File: config.mk
export PLATFORM = sky130hd
export DESIGN_NAME = alu_flag_stage
export DESIGN_NICKNAME = d
export VERILOG_FILES = /design/src/rtl/alu_flag_stage.sv
export SDC_FILE = /design/constraint.sdc
export NUM_CORES = 1
export LEC_CHECK = 0
export ABC_AREA = 1
export BUFFER_PORTS_ARGS = -buffer_cell sky130_fd_sc_hd__buf_4
export CORE_ASPECT_RATIO = 0.7
export CORE_MARGIN = 5
export CORE_UTILIZATION = 48
export DETAILED_ROUTE_END_ITERATION = 8
export PLACE_DENSITY = 0.81
export SYNTH_ARGS = -nofsm -noshare
export SYNTH_HDL_FRONTEND = slang
export SYNTH_SLANG_ARGS = --single-unit
File: constraint.sdc
create_clock -name clk -period 2.05 [get_ports clk]
set_clock_uncertainty 0.05 [all_clocks]
set_input_delay 0.1025 -clock clk [delete_from_list [all_inputs] [get_ports clk]]
set_output_delay 0.1025 -clock clk [all_outputs]
set_load 0.005 [all_outputs]
File: src/rtl/alu_flag_stage.sv
// ALU flag stage: registers one ALU outcome for downstream writeback and
// owns the architectural carry/zero flags. Conditional instructions whose
// condition fails are still passed downstream (to keep ordering) but with
// writeback disabled, and they are counted in a saturating squash counter.
module alu_flag_stage (
  input  logic        clk,
  input  logic        rst,
  input  logic        in_valid,
  output logic        in_ready,
  input  logic [15:0] alu_result,
  input  logic        alu_carry,
  input  logic        alu_zero,
  input  logic [1:0]  in_cond,
  input  logic        in_set_c,
  input  logic        in_set_z,
  input  logic [2:0]  in_rd,
  input  logic        in_wb_en,
  input  logic        flush,
  output logic        out_valid,
  input  logic        out_ready,
  output logic [15:0] out_result,
  output logic [2:0]  out_rd,
  output logic        out_wb_en,
  output logic        c_flag,
  output logic        z_flag,
  output logic [7:0]  squash_cnt
);

  typedef enum logic {
    EMPTY = 1'b0,
    FULL  = 1'b1
  } state_t;

  state_t      state_q, state_d;
  logic [15:0] result_q, result_d;
  logic [2:0]  rd_q, rd_d;
  logic        wbEn_q, wbEn_d;
  logic        cFlag_q, cFlag_d;
  logic        zFlag_q, zFlag_d;
  logic [7:0]  squashCnt_q, squashCnt_d;

  logic        accept;
  logic        condPass;

  // The slot can take a new entry when it is empty or is being drained this
  // cycle; flush and reset both refuse the incoming instruction.
  assign in_ready = ((state_q == EMPTY) | out_ready) & ~flush & ~rst;
  assign accept   = in_valid & in_ready;

  // Condition check uses the flag registers as they stand before the edge,
  // so a dependent instruction sees the flags of the one accepted just before.
  always_comb begin
    condPass = 1'b1;
    case (in_cond)
      2'b10:   condPass = cFlag_q;
      2'b01:   condPass = zFlag_q;
      default: condPass = 1'b1;
    endcase
  end

  // Next-state logic: load entry on accept, update flags only for executed
  // instructions, count squashed ones, otherwise drain or drop on flush.
  always_comb begin
    state_d     = state_q;
    result_d    = result_q;
    rd_d        = rd_q;
    wbEn_d      = wbEn_q;
    cFlag_d     = cFlag_q;
    zFlag_d     = zFlag_q;
    squashCnt_d = squashCnt_q;

    if (accept) begin
      state_d  = FULL;
      result_d = alu_result;
      rd_d     = in_rd;
      if (condPass) begin
        wbEn_d = in_wb_en;
        if (in_set_c) cFlag_d = alu_carry;
        if (in_set_z) zFlag_d = alu_zero;
      end else begin
        wbEn_d = 1'b0;
        if (squashCnt_q != 8'hFF) squashCnt_d = squashCnt_q + 8'd1;
      end
    end else if (flush || ((state_q == FULL) && out_ready)) begin
      state_d = EMPTY;
    end
  end

  // State and datapath registers with synchronous reset clearing everything.
  always_ff @(posedge clk) begin
    if (rst) begin
      state_q     <= EMPTY;
      result_q    <= 16'h0000;
      rd_q        <= 3'd0;
      wbEn_q      <= 1'b0;
      cFlag_q     <= 1'b0;
      zFlag_q     <= 1'b0;
      squashCnt_q <= 8'd0;
    end else begin
      state_q     <= state_d;
      result_q    <= result_d;
      rd_q        <= rd_d;
      wbEn_q      <= wbEn_d;
      cFlag_q     <= cFlag_d;
      zFlag_q     <= zFlag_d;
      squashCnt_q <= squashCnt_d;
    end
  end

  assign out_valid  = (state_q == FULL);
  assign out_result = result_q;
  assign out_rd     = rd_q;
  assign out_wb_en  = wbEn_q;
  assign c_flag     = cFlag_q;
  assign z_flag     = zFlag_q;
  assign squash_cnt = squashCnt_q;

endmodule

After elaboration in Yosys (flattened, before gate mapping)
Index checks and enable logic that the tools add are counted. Widths: inputs -> output; s select.

Multiplexer cells: 4. Equality and inequality tests: 3. Bitwise operators: 8. Add/subtract/negate cells: 1. Reduce and logical (&&, ||, !) cells: 6.

Operators by type and width (count): $reduce_and 3->1 (3); $add 8x1->8 const B (1); $ne 8x8->1 const B (1); $not 1->1 (4); $and 1x1->1 (3); $mux 1 (3); $eq 2x1->1 const B (1); $eq 2x2->1 const B (1); $pmux 1 s2 (1); $reduce_bool 2->1 (1); $logic_and 1x1->1 (1); $logic_or 1x1->1 (1); $or 1x1->1 (1).

Bits of input ports: 31. Register bits after elaboration: 31. Word-level logic and storage cells: 29. Output and inout port bits: 32.

Longest topological paths before layout
Gate-level depths: netlist of the first run.

Word-level depth: 6. Depth in mapped cells: 8. Mapped depth without buffers: 8.

Worst setup path after synthesis of the first run
Ideal clock, no wire load.

Path type: reg2reg. Start: reg squashCnt_q[0], in the netlist squash_cnt[0]. End: reg squashCnt_q[2], in the netlist squash_cnt[2]. Required time: 1.931 ns. Cell stages (with the launch flop): 8. Clock period less this slack: 1.275 ns. Data arrival time: 1.156 ns. Buffers on the path: 0. Slack: 0.775 ns. Setup time: 0.069 ns. Cells stage by stage: dfxtp_1 ha_1 nand2_2 nor2_4 nand2_4 nand2_4 nand2_1 a21oi_2.

Word-level cells in the longest chain between the ends: 2. Elaborated cells on any way between the ends: 3. Classes of those cells: add/sub: 1; eq/ne: 1; reduce/logical: 1.

RTL lines: start: declaration (line 40) `logic [7:0] squashCnt_q, squashCnt_d;`; start signal: assignment (line 106) `squashCnt_q <= squashCnt_d;`; parallel branches: the longest is 2 deep, another holds $add 8x1->8.

Several ways; the timed one is not identified. A chain may end at the register's enable or synchronous reset.

Worst setup path after layout of the first run
Start: in flush. End: reg result_q[13], in the netlist out_result[13].

Word-level cells in the longest chain between the ends: 4.

RTL lines: start: declaration (line 18) `input logic flush,`; $not 1->1 (line 47) `assign in_ready = ((state_q == EMPTY) | out_ready) & ~flush & ~rst;`; $and 1x1->1 (2 in a row) (line 47); $and 1x1->1 (line 48) `assign accept = in_valid & in_ready;`; end signal: assignment (line 101) `result_q <= result_d;`; end: declaration (line 35) `logic [15:0] result_q, result_d;`.

No other way between the ends.

==> results.py, run 1 <==
metrics = {
    "clock_network": {
        "cts-hold-fix-buffers": 1,
        "clk-insertion-delay-late_ps": 260,
        "post_cts_buffers": 0,
        "cts_buffers": 5,
        "clockBufferDepth": 2,
        "htree_num_levels": 2,
        "cts_tree": "done",
        "cts.sinks": 31,
        "postCtsResizedCells": 0,
        "path_clk_slew_ps": 60,
        "cts_root_buffer": "clkbuf_8",
    },
    "power_and_ir_drop": {
        "p_comb_share_pct": 12.2,
        "switching_share_pct": 22.3,
        "p_leak_nw": 0.884,
        "clkPwrFrac_pct": 34.7,
        "switching_power_mw": 0.265,
        "p_int_mw": 0.923,
        "finalPower_mw": 1.19,
        "pwr_density_cell_mw_per_mm2": 601,
        "peakVddDrop_mv": 0.469,
        "p_seq_share_pct": 53.1,
    },
    "global_routing": {
        "track_usage_pct": 17.0,
        "grt_pass1_wl_um": 5730,
        "antenna_found_initial": 0,
        "grt_max_degree": 30,
        "grt_pass1_vias": 1315,
        "globalRouteOverflowTotal": 0,
    },
    "hold_path": {
        "min_path_type": "input pin to flip-flop",
    },
    "layout": {
        "diodes": 0,
        "fill_cells": 253,
        "finalInstanceArea_sq_mm": 0.00198,
        "final_cell_mix": "62 x nand2_1, 62 x buf_4, 31 x dfxtp_1",
        "areaGrowthSynthToFinish_pct": 38.1,
        "drive_above_1_share_pct": 34.5,
        "final_nets": 284,
    },
    "synthesis": {
        "synthCells": 187,
        "syn_area_per_cell_sq_um": 7.65,
        "ys_types": 26,
        "synth-edff-count": 0,
        "synth-seq-cells": 31,
        "syn-num-nets": 221,
        "synth_warnings": 0,
        "synth-main-ff-cell": "dfxtp_1",
        "synthesis.area_sq_mm": 0.00143,
        "ys_async_sr_fraction_pct": 0,
        "yosysSeqAreaShare_pct": 43.4,
    },
    "placement": {
        "gp_congestion": 0.807,
        "io_buffers": 62,
        "post-dp-hpwl_um": 2580,
        "placedInstanceArea_sq_mm": 0.00189,
    },
    "route": {
        "drt_iter0_markers": 49,
        "ant_nets": 0,
        "dr_total_vias": 1378,
        "wl_um": 3450,
        "wl_per_cell_um": 12.1,
        "drc": 0,
        "drtPass1Iterations": 4,
        "vias_per_cell": 4.84,
    },
    "setup_path": {
        "crit_fanout": 27,
        "crit_type": "input pin to flip-flop",
        "start_kind": "input pin",
        "cp.required_ps": 2190,
        "critPathTopFamily": "buffers and inverters",
        "arrival_ps": 1840,
        "path_buf_inv": 3,
        "cp-end-kind": "flip-flop",
        "critPathMaxStageDelay_ps": 530,
        "path_cells": "dlygate4sd3_1 > buf_4 > nor2_4 > nand3_4 > inv_2 > nand2_1 > a21oi_1",
        "slowest_stage": "dlygate4sd3_1",
    },
    "timing": {
        "fin_crit_ps": 1700,
        "tns_ps": 0,
        "worst_pin_slew_ps": 348,
        "slew_headroom_pct": 76.8,
        "rsz0062_at_grt": "false",
        "period_share_pct": 82.9,
        "fmax_mhz": 588,
        "final_hold_viol_count": 0,
        "setup-violations-final": 0,
        "drv_slew": 0,
    },
    "die": {
        "start_util_pct": 50.7,
        "fp.dieW_um": 75.2,
        "die_h_um": 55.7,
        "fp.dieArea_sq_mm": 0.00419,
        "core_sq_mm": 0.00282,
        "row_count": 16,
        "io_pins": 63,
    },
    "run": {
        "maxCapViolCount": 0,
    },
    "status": {
        "outcome": "completed",
    },
}
kinds of logic (layout without fill, tap and decap cells):
logic type	count (synthesis)	after routing	synth area share, %
AO/OA/AOI/OAI	35	35	14.0
XOR/XNOR	1	1	0.613
adder cells (fa/ha/maj)	3	3	2.62
buffers and inverters	20	82	6.74
flip-flops	31	31	43.4
AND/OR/NAND/NOR	97	97	32.6
state kept, by name (all words and copies together) (netlist names):
name,count
c_flag,1
out_rd,3
out_result,16
out_valid,1
out_wb_en,1
squash_cnt,8
z_flag,1
area by class of cell:
| cell class | count | area (sq um) | share of cell area (%) |
|---|---|---|---|
| multi-input combinational | 136 | 713 | 36.1 |
| sequential | 31 | 621 | 31.4 |
| clock buffer | 6 | 72.6 | 3.67 |
| tap | 36 | 45.0 | 2.28 |
| timing repair buffer | 63 | 475 | 24.1 |
| inverter | 13 | 48.8 | 2.47 |
tightest hold or removal path: stages:
cell and delay, ps:
buf_4 80, nor3_1 40, nor2_1 80
path summary, 6_finish.rpt:
check           startpoint             end  slack, ps  cells past startpoint
max                  flush  out_result[13]        350                      7
min               alu_zero          z_flag         30                      3
max reg2reg      out_valid  out_result[13]        540                      5
min reg2reg  out_result[5]   out_result[5]        420                      2
cells in the mapped netlist, drive strengths merged (2+ instances only):
| cell type | n | area [sq um] |
|---|---|---|
| o21ai | 6 | 30.0 |
| a21oi | 28 | 163 |
| buf | 5 | 40.0 |
| nand3 | 11 | 67.6 |
| dfxtp | 31 | 621 |
| inv | 13 | 48.8 |
| nor3 | 4 | 25.0 |
| nor2 | 14 | 88.8 |
| ha | 3 | 37.5 |
| clkbuf | 2 | 7.51 |
| nand2 | 66 | 268 |
through the flow:
stage,setup slack [ps],hold WS (ps),util (%),cells
finish,351,29.5,70.0,285
global route,202,36.1,70.0,285
CTS,336,20.1,70.0,285
detailed placement,504,262,67.1,278
global placement,557,254,67.1,278
floorplan,775,132,-,187
routing by layer:
metal / track usage [%] / wire, um / vias to the layer above
met1: 22.6 / 1650 / 612
met5: 0 / 0 / -
li1: - / - / 725
met2: 26.8 / 1510 / 39
met3: 4.87 / 259 / 2
met4: 4.49 / 30 / 0
power groups by stage:
stage | Sequential [mW] | Clock, mW | Combinational (mW)
2_1_floorplan | 0.643 | 0 | 0.0635
3_3_place_gp | 0.643 | 0 | 0.143
3_5_place_dp | 0.643 | 0 | 0.145
4_1_cts | 0.630 | 0.425 | 0.147
5_1_grt | 0.632 | 0.453 | 0.160
6_report | 0.630 | 0.412 | 0.145
(Power assumes the default switching activity.)
==> inputs of run 2 (changes only) <==
--- a/config.mk
+++ b/config.mk
@@ -9,9 +9,9 @@
 export BUFFER_PORTS_ARGS = -buffer_cell sky130_fd_sc_hd__buf_4
 export CORE_ASPECT_RATIO = 0.7
 export CORE_MARGIN = 5
-export CORE_UTILIZATION = 48
+export CORE_UTILIZATION = 46
 export DETAILED_ROUTE_END_ITERATION = 8
-export PLACE_DENSITY = 0.81
+export PLACE_DENSITY = 0.78
 export SYNTH_ARGS = -nofsm -noshare
 export SYNTH_HDL_FRONTEND = slang
 export SYNTH_SLANG_ARGS = --single-unit
==> constraint.sdc (replaced) <==
create_clock -name clk -period 1.59 [get_ports clk]
set_clock_uncertainty 0.05 [all_clocks]
set_input_delay 0.0795 -clock clk [delete_from_list [all_inputs] [get_ports clk]]
set_output_delay 0.0795 -clock clk [all_outputs]
set_load 0.005 [all_outputs]
==> results.py, run 2 (same netlist as run 1, synthesis figures left out) <==
metrics = {
    "layout": {
        "largest_reg_flops": 16,
        "utilization_pct": 76.0,
        "final_cells": 305,
        "final_nets": 302,
        "finalInstanceArea_sq_mm": 0.00219,
        "areaGrowthSynthToFinish_pct": 53.3,
        "final_common_cell": "buf_4",
        "diodes": 0,
        "drive_above_1_share_pct": 34.6,
        "final_cell_mix": "66 x buf_4, 62 x nand2_1, 31 x dfxtp_1",
    },
    "power_and_ir_drop": {
        "clkPwrFrac_pct": 43.4,
        "p_seq_share_pct": 44.4,
        "switching_share_pct": 21.6,
        "p_comb_share_pct": 12.2,
        "p_int_mw": 1.43,
        "p_leak_nw": 0.986,
        "pwr_density_cell_mw_per_mm2": 832,
        "switching_power_mw": 0.393,
        "peakVddDrop_mv": 0.543,
    },
    "timing": {
        "tns_ps": 0,
        "period_share_pct": 90.4,
        "fmax_mhz": 696,
        "holdWs_ps": 9.39,
        "drv_slew": 0,
        "slew_headroom_pct": 78.0,
        "final_hold_viol_count": 0,
        "fin_crit_ps": 1440,
        "worst_pin_slew_ps": 331,
        "setup-violations-final": 0,
        "rsz0062_at_grt": "false",
    },
    "global_routing": {
        "grt_pass1_vias": 1393,
        "grt_pass1_wl_um": 6440,
        "use_met3_pct": 7.51,
        "grtUsageMet2_pct": 28.2,
        "globalRouteOverflowTotal": 0,
        "grt-busiest-layer": "met2",
        "track_usage_pct": 18.2,
        "met1_usage_pct": 23.6,
        "antenna_found_initial": 0,
        "grt_max_degree": 29,
    },
    "setup_path": {
        "rr_endpoint": "out_wb_en",
        "cp.required_ps": 1750,
        "reg2reg_depth": 5,
        "path_buf_inv": 3,
        "path_cells": "dlygate4sd3_1 > buf_4 > nor2_4 > nand3_4 > clkinv_2 > nand2_1 > a21oi_1",
        "slowest_stage": "dlygate4sd3_1",
        "crit_type": "input pin to flip-flop",
        "crit_fanout": 20,
        "reg2reg_from": "out_valid",
        "start_kind": "input pin",
        "arrival_ps": 1590,
        "r2r_slack_ps": 220,
        "critPathMaxStageDelay_ps": 540,
        "critPathTopFamily": "buffers and inverters",
        "cp-end-kind": "flip-flop",
    },
    "die": {
        "fp.dieArea_sq_mm": 0.00434,
        "io_pins": 63,
        "start_util_pct": 49.6,
        "core_sq_mm": 0.00288,
        "row_count": 16,
        "die_h_um": 56.7,
        "fp.dieW_um": 76.6,
    },
    "run": {
        "maxCapViolCount": 0,
    },
    "route": {
        "wl_per_cell_um": 12.3,
        "drt_iter0_markers": 134,
        "drc": 0,
        "wl_um": 3750,
        "dr_total_vias": 1455,
        "drtPass1Iterations": 4,
        "vias_per_cell": 4.77,
        "ant_nets": 0,
    },
    "hold_path": {
        "hold-path-cell-count": 3,
        "worstHoldEndpoint": "out_rd[0]",
        "min_path_type": "input pin to flip-flop",
        "hp-start": "in_rd[0]",
    },
    "clock_network": {
        "path_clk_slew_ps": 70,
        "cts_buffers": 5,
        "cts_tree": "done",
        "cts_root_buffer": "clkbuf_8",
        "cts.sinks": 31,
        "clk-insertion-delay-late_ps": 280,
        "clockBufferDepth": 2,
        "htree_num_levels": 2,
        "post_cts_buffers": 0,
    },
    "placement": {
        "io_buffers": 62,
        "post-dp-hpwl_um": 2630,
        "placedCellCount": 282,
        "gp_congestion": 0.818,
        "placedInstanceArea_sq_mm": 0.00192,
    },
    "status": {
        "outcome": "completed",
    },
}
run 2: power by group through the flow:
stage          clock network, mW  registers (mW)  logic (mW)
3_3_place_gp                   0           0.827       0.190
6_report                   0.792           0.810       0.222
4_1_cts                    0.815           0.810       0.223
2_1_floorplan                  0           0.829      0.0818
5_1_grt                    0.850           0.813       0.244
3_5_place_dp                   0           0.827       0.193
run 2: per-layer routing:
metal / wire (um) / vias to the layer above
met5: 0 / -
met4: 12 / 0
met3: 246 / 2
met2: 1760 / 43
met1: 1720 / 650
li1: - / 760
run 2: how the worst max path moves through the flow:
stage	slack, ps	depth (start not counted)	start	to
2_1_floorplan	320	7	squash_cnt[0]	squash_cnt[2]
3_3_place_gp	190	8	in_cond[0]	squash_cnt[7]
3_5_place_dp	160	8	in_cond[0]	squash_cnt[6]
4_1_cts	90	7	flush	out_result[13]
5_1_grt	50	7	flush	out_result[13]
6_report	150	7	flush	out_result[13]
run 2: repair_timing:
| action | 4_1_cts | 5_1_grt |
|---|---|---|
| gates resized for setup | 0 | 1 |
| endpoints found under the hold margin | 15 | 0 |
| endpoints found under the setup margin | 0 | 4 |
| hold buffers | 15 | 0 |
run 2: metrics by stage:
stage / setup slack (ps) / power, mW
final: 153 / 1.82
after floorplan: 315 / 0.911
after global placement: 193 / 1.02
after CTS: 94.6 / 1.85
after detailed placement: 160 / 1.02
after global routing: 49.4 / 1.91
run 2: area by class of cell:
type / instances / area [sq um]
Sequential cell: 31 / 621
Fill cell: 244 / 691
Clock buffer: 6 / 82.6
Inverter: 13 / 50.0
Tap cell: 36 / 45.0
Timing Repair Buffer: 81 / 646
Clock inverter: 2 / 35.0
Multi-Input combinational cell: 136 / 713
run 2: tightest hold or removal path, stage by stage:
cell	delay (ps)
buf_4	110
nand2_1	50
a21oi_1	50
==> inputs of run 3 (changes only) <==
--- a/config.mk
+++ b/config.mk
@@ -5,11 +5,11 @@
 export SDC_FILE = /design/constraint.sdc
 export NUM_CORES = 1
 export LEC_CHECK = 0
-export ABC_AREA = 1
+export ABC_AREA = 0
 export BUFFER_PORTS_ARGS = -buffer_cell sky130_fd_sc_hd__buf_4
 export CORE_ASPECT_RATIO = 0.7
 export CORE_MARGIN = 5
-export CORE_UTILIZATION = 46
+export CORE_UTILIZATION = 45
 export DETAILED_ROUTE_END_ITERATION = 8
 export PLACE_DENSITY = 0.78
 export SYNTH_ARGS = -nofsm -noshare
==> results.py, run 3 <==
metrics = {
    "status": {
        "outcome": "complete, but fails checks",
        "violations": "setup timing",
    },
    "placement": {
        "gp_congestion": 0.860,
        "io_buffers": 62,
        "post-dp-hpwl_um": 2810,
        "placedInstanceArea_sq_mm": 0.00190,
        "preCtsSetupSlack_ps": -260,
    },
    "route": {
        "drtPass1Iterations": 7,
        "wl_um": 3910,
        "drc": 0,
        "ant_nets": 0,
        "vias_per_cell": 5.30,
        "drt_iter0_markers": 95,
        "wl_per_cell_um": 14.2,
        "dr_total_vias": 1463,
    },
    "setup_path": {
        "crit_type": "flip-flop to flip-flop",
        "crit_start": "z_flag",
        "critPathTopFamily": "simple AND/OR/NAND/NOR gates",
        "cp-end-kind": "flip-flop",
        "start_kind": "flip-flop",
        "crit_cells": 5,
        "slowest_stage": "or4_4",
        "rr_endpoint": "squash_cnt[5]",
        "cp.required_ps": 1750,
        "critPathMaxStageDelay_ps": 410,
        "reg2reg_depth": 5,
        "r2r_slack_ps": -70,
        "path_cells": "a221oi_4 > nand4_4 > buf_6 > or4_4 > a21oi_2",
        "reg2reg_from": "z_flag",
        "crit_fanout": 5,
        "path_buf_inv": 1,
        "arrival_ps": 1820,
    },
    "global_routing": {
        "grt_pass1_vias": 1369,
        "antenna_found_initial": 0,
        "track_usage_pct": 19.6,
        "grt_pass1_wl_um": 6110,
        "grt_max_degree": 30,
        "globalRouteOverflowTotal": 0,
    },
    "hold_path": {
        "hp-start": "alu_result[0]",
        "min_path_type": "input pin to flip-flop",
        "worstHoldEndpoint": "out_result[0]",
        "hold-path-cell-count": 3,
    },
    "power_and_ir_drop": {
        "p_seq_share_pct": 50.2,
        "p_comb_share_pct": 13.8,
        "switching_power_mw": 0.380,
        "p_leak_nw": 0.893,
        "peakVddDrop_mv": 0.446,
        "switching_share_pct": 23.7,
        "clkPwrFrac_pct": 36.0,
        "p_int_mw": 1.23,
        "pwr_density_cell_mw_per_mm2": 775,
    },
    "timing": {
        "period_share_pct": 104,
        "holdWs_ps": 2.11,
        "rsz0062_at_grt": "true",
        "setup-violations-final": 3,
        "fmax_mhz": 603,
        "fin_crit_ps": 1660,
        "worst_pin_slew_ps": 316,
        "setup_ws_ps": -69.6,
        "final_hold_viol_count": 0,
        "drv_slew": 0,
        "tns_ps": -128,
        "slew_headroom_pct": 78.7,
    },
    "clock_network": {
        "cts.sinks": 31,
        "path_clk_slew_ps": 60,
        "clockBufferDepth": 2,
        "clk-insertion-delay-late_ps": 270,
        "cts_tree": "done",
        "htree_num_levels": 2,
        "cts_root_buffer": "clkbuf_8",
        "cts_buffers": 5,
    },
    "layout": {
        "final_nets": 273,
        "final_cell_mix": "78 x buf_4, 42 x nand2_1, 30 x dfxtp_1",
        "diodes": 0,
        "drive_above_1_share_pct": 40.8,
        "fill_cells": 211,
        "largest_reg_flops": 16,
        "finalInstanceArea_sq_mm": 0.00208,
        "areaGrowthSynthToFinish_pct": 58.5,
        "utilization_pct": 74.1,
        "final_common_cell": "buf_4",
    },
    "die": {
        "fp.dieArea_sq_mm": 0.00411,
        "start_util_pct": 46.7,
        "die_h_um": 55.1,
        "fp.dieW_um": 74.5,
        "io_pins": 63,
        "row_count": 16,
        "core_sq_mm": 0.00280,
    },
    "synthesis": {
        "synth_area_leader_cell": "dfxtp_1",
        "yosysSeqAreaShare_pct": 47.4,
        "ys_async_sr_fraction_pct": 0,
        "netlist_top_cells_count": "42 x nand2_1, 31 x dfxtp_1, 27 x a21oi_1",
        "synthesis.area_sq_mm": 0.00131,
        "ys_types": 31,
        "yosysMostFrequentCell": "nand2_1",
        "synthCells": 159,
        "syn-num-nets": 193,
        "synth-main-ff-cell": "dfxtp_1",
        "synth-edff-count": 0,
        "synthTopCellsByArea": "dfxtp_1 47%, nand2_1 12%, a21oi_1 10%",
        "synth.top_cell.area_share_pct": 47.4,
        "synth-seq-cells": 31,
        "synth_warnings": 0,
        "syn_area_per_cell_sq_um": 8.24,
    },
    "run": {
        "maxCapViolCount": 0,
    },
}
==> run 3: final cells by class <==
type | count | area (sq um) | area share [%]
clock inverters | 1 | 5.00 | 0.241
repair buffers | 82 | 627 | 30.2
multi-input cells | 113 | 676 | 32.5
well taps | 36 | 45.0 | 2.17
flip-flops and latches | 31 | 624 | 30.1
inverters | 6 | 22.5 | 1.08
clock buffers | 7 | 76.3 | 3.68
==> run 3: how the worst max path moves through the flow <==
stage	end	slack [ps]
finish	squash_cnt[5]	-70
global route	squash_cnt[5]	-150
CTS	squash_cnt[3]	-60
detailed placement	squash_cnt[4]	-260
global placement	squash_cnt[4]	-170
floorplan	squash_cnt[5]	-30
==> run 3: per-layer routing <==
metal	share of wire [%]	routed length, um	up-vias	track usage [%]
met1	42	1640	674	24.4
met4	1.8	72	0	10.4
met2	48	1880	60	32.8
met5	0	0	-	0
li1	-	-	720	-
met3	8.2	320	9	3.61
==> run 3: through the flow <==
stage               power, mW  std cells
floorplan               0.904        159
global placement         1.01        262
detailed placement       1.02        262
CTS                      1.61        274
global route             1.68        276
finish                   1.61        276
==> run 3: timing repair <==
action | in CTS | in global routing
setup endpoints to repair | 6 | 7
resized for setup | 1 | 8
setup buffers | 1 | 2
hold buffers | 3 | 0
endpoints found under the hold margin | 3 | 0
pin swaps | 6 | 3
==> run 3: cells by family (layout without fill, tap and decap cells) <==
family          after synthesis  after routing  share of synthesized area (%)
compound gates               41             41                           20.3
simple gates                 69             69                           24.5
fa+ha+maj                     3              3                           2.87
buf+inv                      15             96                           4.87
flops                        31             31                           47.4
==> run 3: power by group through the flow <==
stage,clock network (mW),logic (mW),registers [mW]
3_3_place_gp,0,0.192,0.823
5_1_grt,0.629,0.242,0.809
2_1_floorplan,0,0.0776,0.826
6_report,0.579,0.222,0.807
4_1_cts,0.590,0.213,0.807
3_5_place_dp,0,0.200,0.824
==> run 3: worst reg2reg max path, stage by stage (launching register included) <==
cell and delay [ps]:
dfxtp_4 350, a221oi_4 340, nand4_4 160, buf_6 170
or4_4 410, a21oi_2 120
